--- config.mk ---
export PLATFORM = sky130hd
export DESIGN_NAME = sha1_message_loader_flat
export DESIGN_NICKNAME = d
export VERILOG_FILES = /design/src/rtl/sha1_message_loader_if.sv /design/src/rtl/sha1_message_loader.sv /design/src/flat_wrapper.sv
export SDC_FILE = /design/constraint.sdc
export NUM_CORES = 1
export LEC_CHECK = 0
export CAP_MARGIN = 10
export CORE_ASPECT_RATIO = 2
export CORE_MARGIN = 5
export CORE_UTILIZATION = 30
export DETAILED_ROUTE_END_ITERATION = 12
export PLACE_DENSITY = 0.62
export REMOVE_ABC_BUFFERS = 1
export SYNTH_ARGS = -nofsm -noshare
export SYNTH_HDL_FRONTEND = slang
export SYNTH_SLANG_ARGS = --single-unit
export TNS_END_PERCENT = 100
--- constraint.sdc ---
create_clock -name clk -period 17.46 [get_ports clk]
set_clock_uncertainty 0.15 [all_clocks]
set_input_delay 4.365 -clock clk [delete_from_list [all_inputs] [get_ports clk]]
set_output_delay 4.365 -clock clk [all_outputs]
set_load 0.05 [all_outputs]
--- src/rtl/sha1_message_loader_if.sv ---
// ----------------------------------------------------------------------------
// sha1_message_loader_if
//   Bundles the signals around the SHA-1 message loader. These are the
//   host-side byte stream, the dpsram port-A write port and the start/done
//   handshake with the SHA-1 core.
//
//   slave  : view of the loader itself (drives byte_ready, port A, start,
//            result, busy).
//   master : view of the surrounding environment (host, dpsram, core).
//
//   Signals:
//     load_start, base_addr                 host -> loader, message request
//     byte_valid, byte_data, byte_last      host -> loader, byte stream
//     byte_ready                            loader -> host
//     port_A_clk/addr/data_in/we            loader -> dpsram port A
//     start_hash, message_addr/size         loader -> SHA-1 core
//     hash_done, hash_in                    SHA-1 core -> loader
//     result, result_valid, busy            loader -> host
// ----------------------------------------------------------------------------
interface sha1_message_loader_if #(
    parameter int ADDR_W = 16
);
    logic              load_start;
    logic [31:0]       base_addr;
    logic              byte_valid;
    logic [7:0]        byte_data;
    logic              byte_last;
    logic              byte_ready;
    logic              port_A_clk;
    logic [ADDR_W-1:0] port_A_addr;
    logic [31:0]       port_A_data_in;
    logic              port_A_we;
    logic              start_hash;
    logic [31:0]       message_addr;
    logic [31:0]       message_size;
    logic              hash_done;
    logic [159:0]      hash_in;
    logic [159:0]      result;
    logic              result_valid;
    logic              busy;

    modport slave (
        input  load_start, base_addr, byte_valid, byte_data, byte_last,
        input  hash_done, hash_in,
        output byte_ready, port_A_clk, port_A_addr, port_A_data_in, port_A_we,
        output start_hash, message_addr, message_size,
        output result, result_valid, busy
    );

    modport master (
        output load_start, base_addr, byte_valid, byte_data, byte_last,
        output hash_done, hash_in,
        input  byte_ready, port_A_clk, port_A_addr, port_A_data_in, port_A_we,
        input  start_hash, message_addr, message_size,
        input  result, result_valid, busy
    );
endinterface

--- src/rtl/sha1_message_loader.sv ---
// ----------------------------------------------------------------------------
// sha1_message_loader
//   Writer side of the SHA-1 core's dpsram port A. It packs an incoming byte
//   stream big-endian into 32-bit words and writes them to dpsram starting at
//   the latched base address. It then pulses start_hash with the message
//   address and size, waits for the core's done and captures the 160-bit hash.
//
//   Ports:
//     clk    system clock (also forwarded as port_A_clk)
//     reset  asynchronous, active-high
//     bus    sha1_message_loader_if.slave, which holds all handshake, dpsram
//            and core signals
//
//   Timing: the final byte is accepted at edge N, port_A_we is high in cycle
//   N+1 and start_hash is high in cycle N+2.
// ----------------------------------------------------------------------------
module sha1_message_loader #(
    parameter int ADDR_W = 16
) (
    input  logic                     clk,
    input  logic                     reset,
    sha1_message_loader_if.slave     bus
);

    localparam logic [1:0] S_IDLE      = 2'd0;
    localparam logic [1:0] S_FILL      = 2'd1;
    localparam logic [1:0] S_START     = 2'd2;
    localparam logic [1:0] S_WAIT_HASH = 2'd3;

    logic [1:0]        r_state;
    logic [31:0]       r_pack;      // partially filled word, unfilled bytes 0
    logic [1:0]        r_bidx;      // byte position inside the current word
    logic [ADDR_W-1:0] r_waddr;     // address of the word being filled
    logic [ADDR_W-1:0] r_addr;
    logic [31:0]       r_data;
    logic              r_we;
    logic              r_start;
    logic [31:0]       r_msg_addr;
    logic [31:0]       r_size;
    logic [159:0]      r_result;
    logic              r_res_valid;
    logic              r_busy;

    logic              w_accept;
    logic              w_flush;
    logic [31:0]       w_word;

    // byte_ready is combinational on state so that it drops together with
    // an asynchronous reset.
    assign bus.byte_ready = (r_state == S_FILL);
    assign w_accept       = (r_state == S_FILL) && bus.byte_valid;
    // Flush on the 4th byte of a word or on the last byte of the message.
    // Each accepted byte causes at most one write, so port A never stalls
    // the stream.
    assign w_flush        = w_accept && ((r_bidx == 2'd3) || bus.byte_last);

    // Merge the incoming byte into the packing register (big-endian).
    always_comb begin
        w_word = r_pack;
        case (r_bidx)
            2'd0:    w_word[31:24] = bus.byte_data;
            2'd1:    w_word[23:16] = bus.byte_data;
            2'd2:    w_word[15:8]  = bus.byte_data;
            default: w_word[7:0]   = bus.byte_data;
        endcase
    end

    always_ff @(posedge clk or posedge reset) begin
        if (reset) begin
            r_state     <= S_IDLE;
            r_pack      <= '0;
            r_bidx      <= '0;
            r_waddr     <= '0;
            r_addr      <= '0;
            r_data      <= '0;
            r_we        <= 1'b0;
            r_start     <= 1'b0;
            r_msg_addr  <= '0;
            r_size      <= '0;
            r_result    <= '0;
            r_res_valid <= 1'b0;
            r_busy      <= 1'b0;
        end else begin
            // Write enable and start are single-cycle strobes.
            r_we    <= 1'b0;
            r_start <= 1'b0;
            case (r_state)
                S_IDLE: begin
                    if (bus.load_start) begin
                        r_msg_addr  <= bus.base_addr;
                        r_waddr     <= bus.base_addr[ADDR_W-1:0];
                        r_size      <= '0;
                        r_pack      <= '0;
                        r_bidx      <= '0;
                        r_res_valid <= 1'b0;
                        r_busy      <= 1'b1;
                        r_state     <= S_FILL;
                    end
                end
                S_FILL: begin
                    if (w_accept) begin
                        r_size <= r_size + 32'd1;
                        if (w_flush) begin
                            r_we    <= 1'b1;
                            r_addr  <= r_waddr;
                            r_data  <= w_word;
                            // Address arithmetic wraps mod 2^ADDR_W.
                            r_waddr <= r_waddr + ADDR_W'(4);
                            r_pack  <= '0;
                            r_bidx  <= '0;
                        end else begin
                            r_pack  <= w_word;
                            r_bidx  <= r_bidx + 2'd1;
                        end
                        if (bus.byte_last)
                            r_state <= S_START;
                    end
                end
                S_START: begin
                    // This is the cycle of the final write. start_hash
                    // therefore shows in the next cycle.
                    r_start <= 1'b1;
                    r_state <= S_WAIT_HASH;
                end
                default: begin
                    if (bus.hash_done) begin
                        r_result    <= bus.hash_in;
                        r_res_valid <= 1'b1;
                        r_busy      <= 1'b0;
                        r_state     <= S_IDLE;
                    end
                end
            endcase
        end
    end

    assign bus.port_A_clk     = clk;
    assign bus.port_A_addr    = r_addr;
    assign bus.port_A_data_in = r_data;
    assign bus.port_A_we      = r_we;
    assign bus.start_hash     = r_start;
    assign bus.message_addr   = r_msg_addr;
    assign bus.message_size   = r_size;
    assign bus.result         = r_result;
    assign bus.result_valid   = r_res_valid;
    assign bus.busy           = r_busy;

endmodule

--- src/flat_wrapper.sv ---
// flat-port wrapper written by rule: the top's interface ports become plain ports
module sha1_message_loader_flat 
#(
    parameter int ADDR_W = 16
)
  (clk, reset, bus_load_start, bus_base_addr, bus_byte_valid, bus_byte_data, bus_byte_last, bus_hash_done, bus_hash_in, bus_byte_ready, bus_port_A_clk, bus_port_A_addr, bus_port_A_data_in, bus_port_A_we, bus_start_hash, bus_message_addr, bus_message_size, bus_result, bus_result_valid, bus_busy);
  sha1_message_loader_if #(.ADDR_W(ADDR_W)) bus_i ();
  input  logic clk;
  input  logic reset;
  input wire logic [$bits(bus_i.load_start)-1:0] bus_load_start;
  input wire logic [$bits(bus_i.base_addr)-1:0] bus_base_addr;
  input wire logic [$bits(bus_i.byte_valid)-1:0] bus_byte_valid;
  input wire logic [$bits(bus_i.byte_data)-1:0] bus_byte_data;
  input wire logic [$bits(bus_i.byte_last)-1:0] bus_byte_last;
  input wire logic [$bits(bus_i.hash_done)-1:0] bus_hash_done;
  input wire logic [$bits(bus_i.hash_in)-1:0] bus_hash_in;
  output wire logic [$bits(bus_i.byte_ready)-1:0] bus_byte_ready;
  output wire logic [$bits(bus_i.port_A_clk)-1:0] bus_port_A_clk;
  output wire logic [$bits(bus_i.port_A_addr)-1:0] bus_port_A_addr;
  output wire logic [$bits(bus_i.port_A_data_in)-1:0] bus_port_A_data_in;
  output wire logic [$bits(bus_i.port_A_we)-1:0] bus_port_A_we;
  output wire logic [$bits(bus_i.start_hash)-1:0] bus_start_hash;
  output wire logic [$bits(bus_i.message_addr)-1:0] bus_message_addr;
  output wire logic [$bits(bus_i.message_size)-1:0] bus_message_size;
  output wire logic [$bits(bus_i.result)-1:0] bus_result;
  output wire logic [$bits(bus_i.result_valid)-1:0] bus_result_valid;
  output wire logic [$bits(bus_i.busy)-1:0] bus_busy;
  assign bus_i.load_start = bus_load_start;
  assign bus_i.base_addr = bus_base_addr;
  assign bus_i.byte_valid = bus_byte_valid;
  assign bus_i.byte_data = bus_byte_data;
  assign bus_i.byte_last = bus_byte_last;
  assign bus_i.hash_done = bus_hash_done;
  assign bus_i.hash_in = bus_hash_in;
  assign bus_byte_ready = bus_i.byte_ready;
  assign bus_port_A_clk = bus_i.port_A_clk;
  assign bus_port_A_addr = bus_i.port_A_addr;
  assign bus_port_A_data_in = bus_i.port_A_data_in;
  assign bus_port_A_we = bus_i.port_A_we;
  assign bus_start_hash = bus_i.start_hash;
  assign bus_message_addr = bus_i.message_addr;
  assign bus_message_size = bus_i.message_size;
  assign bus_result = bus_i.result;
  assign bus_result_valid = bus_i.result_valid;
  assign bus_busy = bus_i.busy;
  sha1_message_loader #(.ADDR_W(ADDR_W)) u_core (.clk(clk), .reset(reset), .bus(bus_i));
endmodule
==> impl_metrics.ini, run 1 <==
[outcome]
status = complete, no violations

[drt]
antenna_left = 0
drt_wl_total_um = 41050
dr.pass1.iters = 4
vias = 9898
avgViaCountPerCell = 4.754
drt_iter0_markers = 399
drc = 0
avgRoutedWirePerCell_um = 19.72

[placement]
port-buffer-count = 483
hpwl_um = 30940
routabilityCongestion = 0.7985

[logic_synthesis]
synth_top_area_share_pct = 61.65
ys_warn_count = 0
synth-simple-area-share_pct = 8.824
netlist_area_sq_um = 13310
syn_inst = 1036
synth_enable_flop_cells = 0
synth_seq_cells = 328
async_flop_share_pct = 100.0
synth-xor-area-share_pct = 1.579
synth.area.mux_share_pct = 18.89
yosysSeqAreaShare_pct = 61.65
yosysUniqueCellTypes = 51
synth_area_leaders = dfrtp_1 (62%), mux2_2 (16%), nand2_1 (3.2%), mux2i_1 (2.6%), o21ai_0 (2.0%)
synth-compound-area-share_pct = 5.930
syn-mean-instance-area_sq_um = 12.85
synth_fa_ha_area_share_pct = 0.9398
synth_top_family_by_area = multiplexers
synth_top_area_cell = dfrtp_1
synthFlopType = dfrtp_1

[power]
power.density_nw_per_um2 = 214.5
leakage_nw = 8.387
report.power.total_w = 0.004247
peakVddDrop_v = 0.0001464

[hold_path]
hold_path_class = register to register

[global_route]
grt_max_degree = 178
antenna_found_initial = 0
grt_pass1_wl_um = 63480
grt_pass1_vias = 10370
gr-usage-met3_pct = 4.747
use_met1_pct = 17.36
grt-ovfl-total = 0
grt-busiest-layer = met2
grt_use_total_pct = 16.21
use_met2_pct = 30.18

[sta]
relSlewSlack_pct = 24.72
setup-tns-final_ns = 0
rsz0062_at_grt = false
finalHoldViolCount = 0
holdWs_ns = 0.3208
worst_pin_slew_ns = 1.129
setup_viol = 0
maxSlewViolCount = 0

[floorplan]
core-area_sq_um = 44050
die_area_sq_um = 48950
initial_core_util_pct = 30.22
row_count = 109
pin_count = 484
die_h_um = 307.9
fp.dieW_um = 159.0

[clock_tree]
clkTransAtPathRegs_ns = 0.07
post_cts_resized = 0
cts_setup_buffers = 0
cts_tree = built
clkLatencyLatePin_ns = 0.67
ctsHoldBuffers = 0

[cells_and_area]
multi_input_area_sq_um = 4840
nNetsFinal = 1723
syn2layout_area_growth_pct = 48.72
regArea_sq_um = 8208
drive_gt1_share_pct = 17.16
diodes = 0
fillers = 4015

[worst_setup_path]
critical_path_arrival_ns = 9.67
crit_required_ns = 12.95
r2r_slack_ns = 14.10
crit_fanout = 2
crit_type = clock port to output pin
worstSetupEndpoint = bus_port_A_clk
crit_start = clk
worstRegToRegCells = 5
end_kind = output pin
r2r_end = u_core.bus.result[77]
reg2reg_from = u_core.r_state[0]
startpoint_type = clock port

[flow_run]
maxCapViolCount = 0
## critical path, cell delays in order
cell,delay [ns]
clkbuf_16,0.12
clkbuf_16,0.13
clkdlybuf4s50_1,0.69
## metrics by stage
step	std cells	util, %	instance area [sq um]	setup slack, ns
global placement	2027	42.51	18720	3.543
global route	2082	44.95	19800	3.248
floorplan	979	-	13080	3.862
CTS	2082	44.95	19800	3.257
detailed placement	2027	42.51	18720	3.543
finish	2082	44.95	19800	3.270
## layer usage
metal,wire length [um],vias up,part of all wire (%)
met5,0,-,0
met4,1260,0,3.1
met3,3161,68,7.7
met2,22130,413,54
met1,14510,4864,35
li1,-,4553,-
## cell type report
class	count	share of cell area [%]
clock inverters	9	0.7583
multi-input cells	637	24.44
flip-flops and latches	328	41.45
clock buffers	47	4.727
inverters	14	0.3033
repair buffers	492	24.81
well taps	555	3.507
## Yosys cell counts, types with 4 or more instances
cell type  count
o211ai_1       4
ha_1          10
a21oi_1       24
clkbuf_1      36
nor2_1        41
or4_1          4
buf_1         10
a22o_1        24
nand4_1       18
and3_1         4
nand2_1      115
mux2_2       191
mux2i_1       35
inv_1         14
nor3_1         5
dfrtp_1      328
nand3_1       26
o21ai_0       54
and2_1         5
xor2_1        18
o22ai_1        6
xnor2_1        6
nor2b_1       10
buf_2          8
## worst min-delay path by stage
| stage | start | endpoint | slack (ns) | cells past startpoint |
|---|---|---|---|---|
| after floorplan | u_core.r_waddr[0] | u_core.bus.port_A_addr[0] | 0.29 | 2 |
| after global placement | u_core.r_waddr[1] | u_core.bus.port_A_addr[1] | 0.30 | 2 |
| after detailed placement | u_core.bus.port_A_addr[6] | u_core.bus.port_A_addr[6] | 0.31 | 2 |
| after CTS | u_core.bus.port_A_addr[6] | u_core.bus.port_A_addr[6] | 0.33 | 2 |
| after global routing | u_core.bus.port_A_addr[6] | u_core.bus.port_A_addr[6] | 0.35 | 2 |
| final | u_core.bus.port_A_addr[6] | u_core.bus.port_A_addr[6] | 0.32 | 2 |
## state kept, by name, indices dropped and copies added (netlist names), 2 cells and up
register and cells:
u_core.bus.result 160, u_core.bus.port_A_addr 16, u_core.r_state 2, u_core.r_waddr 16, u_core.bus.port_A_data_in 32, u_core.r_pack 32
u_core.bus.message_addr 32, u_core.bus.message_size 32, u_core.r_bidx 2
## logic make-up (layout without fill, tap and decap cells)
kind of cell	count (synthesis)	count (layout)
DFF	328	328
and+or+nand+nor	248	248
muxes	227	227
AOI/OAI and AO/OA	128	128
buffers and inverters	71	562
xor gates and xnor gates	24	24
adders and majority gates	10	10
## power breakdown
| group | internal [W] | total (W) | switching, W | leakage, nW |
|---|---|---|---|---|
| clock network | 0.000429 | 0.000732 | 0.000303 | 0.524 |
| logic | 0.000806 | 0.00227 | 0.00147 | 3.77 |
| registers | 0.00107 | 0.00124 | 0.000174 | 4.09 |
## cells in the final DEF, fill, tap and decap left out, types with 4 or more instances in the layout
cell and instances:
xnor2_1 6, clkbuf_1 9, nand4_1 18, and2_1 5, and3_1 4, nor3_1 5
mux2i_1 35, o211ai_1 4, clkdlybuf4s50_1 483, buf_4 9, xor2_1 18, clkbuf_16 34
bufinv_16 4, nand2_1 114, or4_1 4, inv_1 13, o21ai_0 54, nor2b_1 10
dfrtp_1 328, a21oi_1 24, nand3_1 26, o22ai_1 6, ha_1 9, nor2_1 40
mux2_2 191, a22o_1 24
No activity file was read; power rests on OpenSTA's default activity.
==> run 2, diff against run 1 <==
==> constraint.sdc (replaced) <==
create_clock -name clk -period 13.1 [get_ports clk]
set_clock_uncertainty 0.15 [all_clocks]
set_input_delay 3.275 -clock clk [delete_from_list [all_inputs] [get_ports clk]]
set_output_delay 3.275 -clock clk [all_outputs]
set_load 0.05 [all_outputs]
==> impl_metrics.ini, run 2 (synthesis results as in run 1) <==
[outcome]
status = complete, no violations

[drt]
drt_wl_total_um = 41410
antenna_left = 0
avgViaCountPerCell = 4.710
drt_iter0_markers = 385
drc = 0
vias = 9815
dr.pass1.iters = 5
avgRoutedWirePerCell_um = 19.87

[global_route]
grt-busiest-layer = met2
use_met1_pct = 17.48
grt_use_total_pct = 16.27
antenna_found_initial = 0
grt-ovfl-total = 0
grt_pass1_vias = 10400
gr-usage-met3_pct = 4.640
grt_pass1_wl_um = 63690
grt_max_degree = 121
use_met2_pct = 30.49

[clock_tree]
clkTransAtPathRegs_ns = 0.06
post_cts_resized = 0
cts_setup_buffers = 0
clkLatencyLatePin_ns = 0.68
ctsHoldBuffers = 0
cts_tree = built

[power]
power.density_nw_per_um2 = 284.0
leakage_nw = 8.367
peakVddDrop_v = 0.0001757

[floorplan]
die_area_sq_um = 48950
core-area_sq_um = 44050
die_h_um = 307.9
initial_core_util_pct = 30.22
row_count = 109
fp.dieW_um = 159.0
pin_count = 484

[worst_setup_path]
crit_type = clock port to output pin
end_kind = output pin
crit_required_ns = 9.68
worstRegToRegCells = 5
cp_slowest_stage_delay_ns = 0.69
critical_path_arrival_ns = 7.49
startpoint_type = clock port
crit_fanout = 2
cp_num_buf_inv = 3
crit_top_cell = clkbuf_16
critical_path.slowest_cell = clkdlybuf4s50_1
worstPathCellList = clkbuf_16, clkbuf_16, clkdlybuf4s50_1
cp.depth = 3
cp_top_family = buffers and inverters

[cells_and_area]
layout_commonest_cell = clkdlybuf4s50_1
syn2layout_area_growth_pct = 48.14
nNetsFinal = 1724
diodes = 0
final_cell_mix = clkdlybuf4s50_1 (483), dfrtp_1 (328), mux2_2 (191)
drive_gt1_share_pct = 17.33
largest_reg_flops = 160

[hold_path]
holdPathStages = 2
hold_path_class = register to register

[placement]
hpwl_um = 31210
routabilityCongestion = 0.8104
dp_slack_ns = 2.453
port-buffer-count = 483

[flow_run]
maxCapViolCount = 0

[sta]
finalHoldViolCount = 0
rsz0062_at_grt = false
relSlewSlack_pct = 28.03
maxSlewViolCount = 0
worst_pin_slew_ns = 1.080
setup_viol = 0
finalWorstSetupSlack_ns = 2.190
setup-tns-final_ns = 0
-- run 2: cell types whose count changed in the layout (fill, tap and decap cells not counted) --
| cell | before | now |
|---|---|---|
| clkinv_2 | 3 | 9 |
| buf_4 | 9 | 11 |
| clkbuf_1 | 9 | 8 |
| bufinv_16 | 4 | 1 |
| clkinvlp_4 | 2 | 1 |
| buf_12 | 1 | 0 |
-- run 2: path summary, 6_finish.rpt --
check,to,slack (ns),start
worst max-delay path,bus_port_A_clk,2.19,clk
worst min-delay path,u_core.bus.port_A_addr[12],0.32,u_core.bus.port_A_addr[12]
worst max register to register,u_core.bus.result[125],9.76,u_core.r_state[0]
worst min register to register,u_core.bus.port_A_addr[12],0.32,u_core.bus.port_A_addr[12]
max in group asynchronous,u_core.r_waddr[9],7.69,reset
min in group asynchronous,u_core.bus.result[67],2.98,reset
-- run 2: where the power goes --
| part | switching, W | total, W | internal [W] |
|---|---|---|---|
| sequential | 0.000233 | 0.00166 | 0.00143 |
| clock | 0.000404 | 0.000916 | 0.000512 |
| combinational | 0.00195 | 0.00303 | 0.00107 |
-- run 2: area by class of cell --
cell class	instances	area [sq um]
well taps	555	694.4
fillers	4086	24330
repair buffers	493	4907
flip-flops and latches	328	8208
clock inverters	11	82.58
inverters	14	60.06
clock buffers	46	932.1
multi-input cells	637	4840
-- run 2: worst reg2reg max path: cells and delay by family (launching register included) --
kind                       cells  cell delay, ns
adders and majority gates      1            0.26
buffers and inverters          2            1.45
DFF                            1            0.41
muxes                          1            0.44
and+or+nand+nor                1            0.51
-- run 2: through the flow --
step | hold WS [ns] | utilization [%] | std cells | instance area [sq um] | power, W
6_report | 0.3213 | 44.78 | 2084 | 19720 | 0.005602
3_5_place_dp | 0.3121 | 42.49 | 2028 | 18720 | 0.004754
2_1_floorplan | 0.2886 | - | 979 | 13080 | 0.003650
5_1_grt | 0.3456 | 44.78 | 2084 | 19720 | 0.005871
4_1_cts | 0.3278 | 44.78 | 2084 | 19720 | 0.005677
3_3_place_gp | 0.2991 | 42.49 | 2028 | 18720 | 0.004710
-- run 2: layer usage --
metal / vias to the layer above / part of all wire [%]
li1: 4558 / -
met4: 0 / 3.0
met2: 398 / 53
met1: 4801 / 36
met5: - / 0
met3: 58 / 7.4
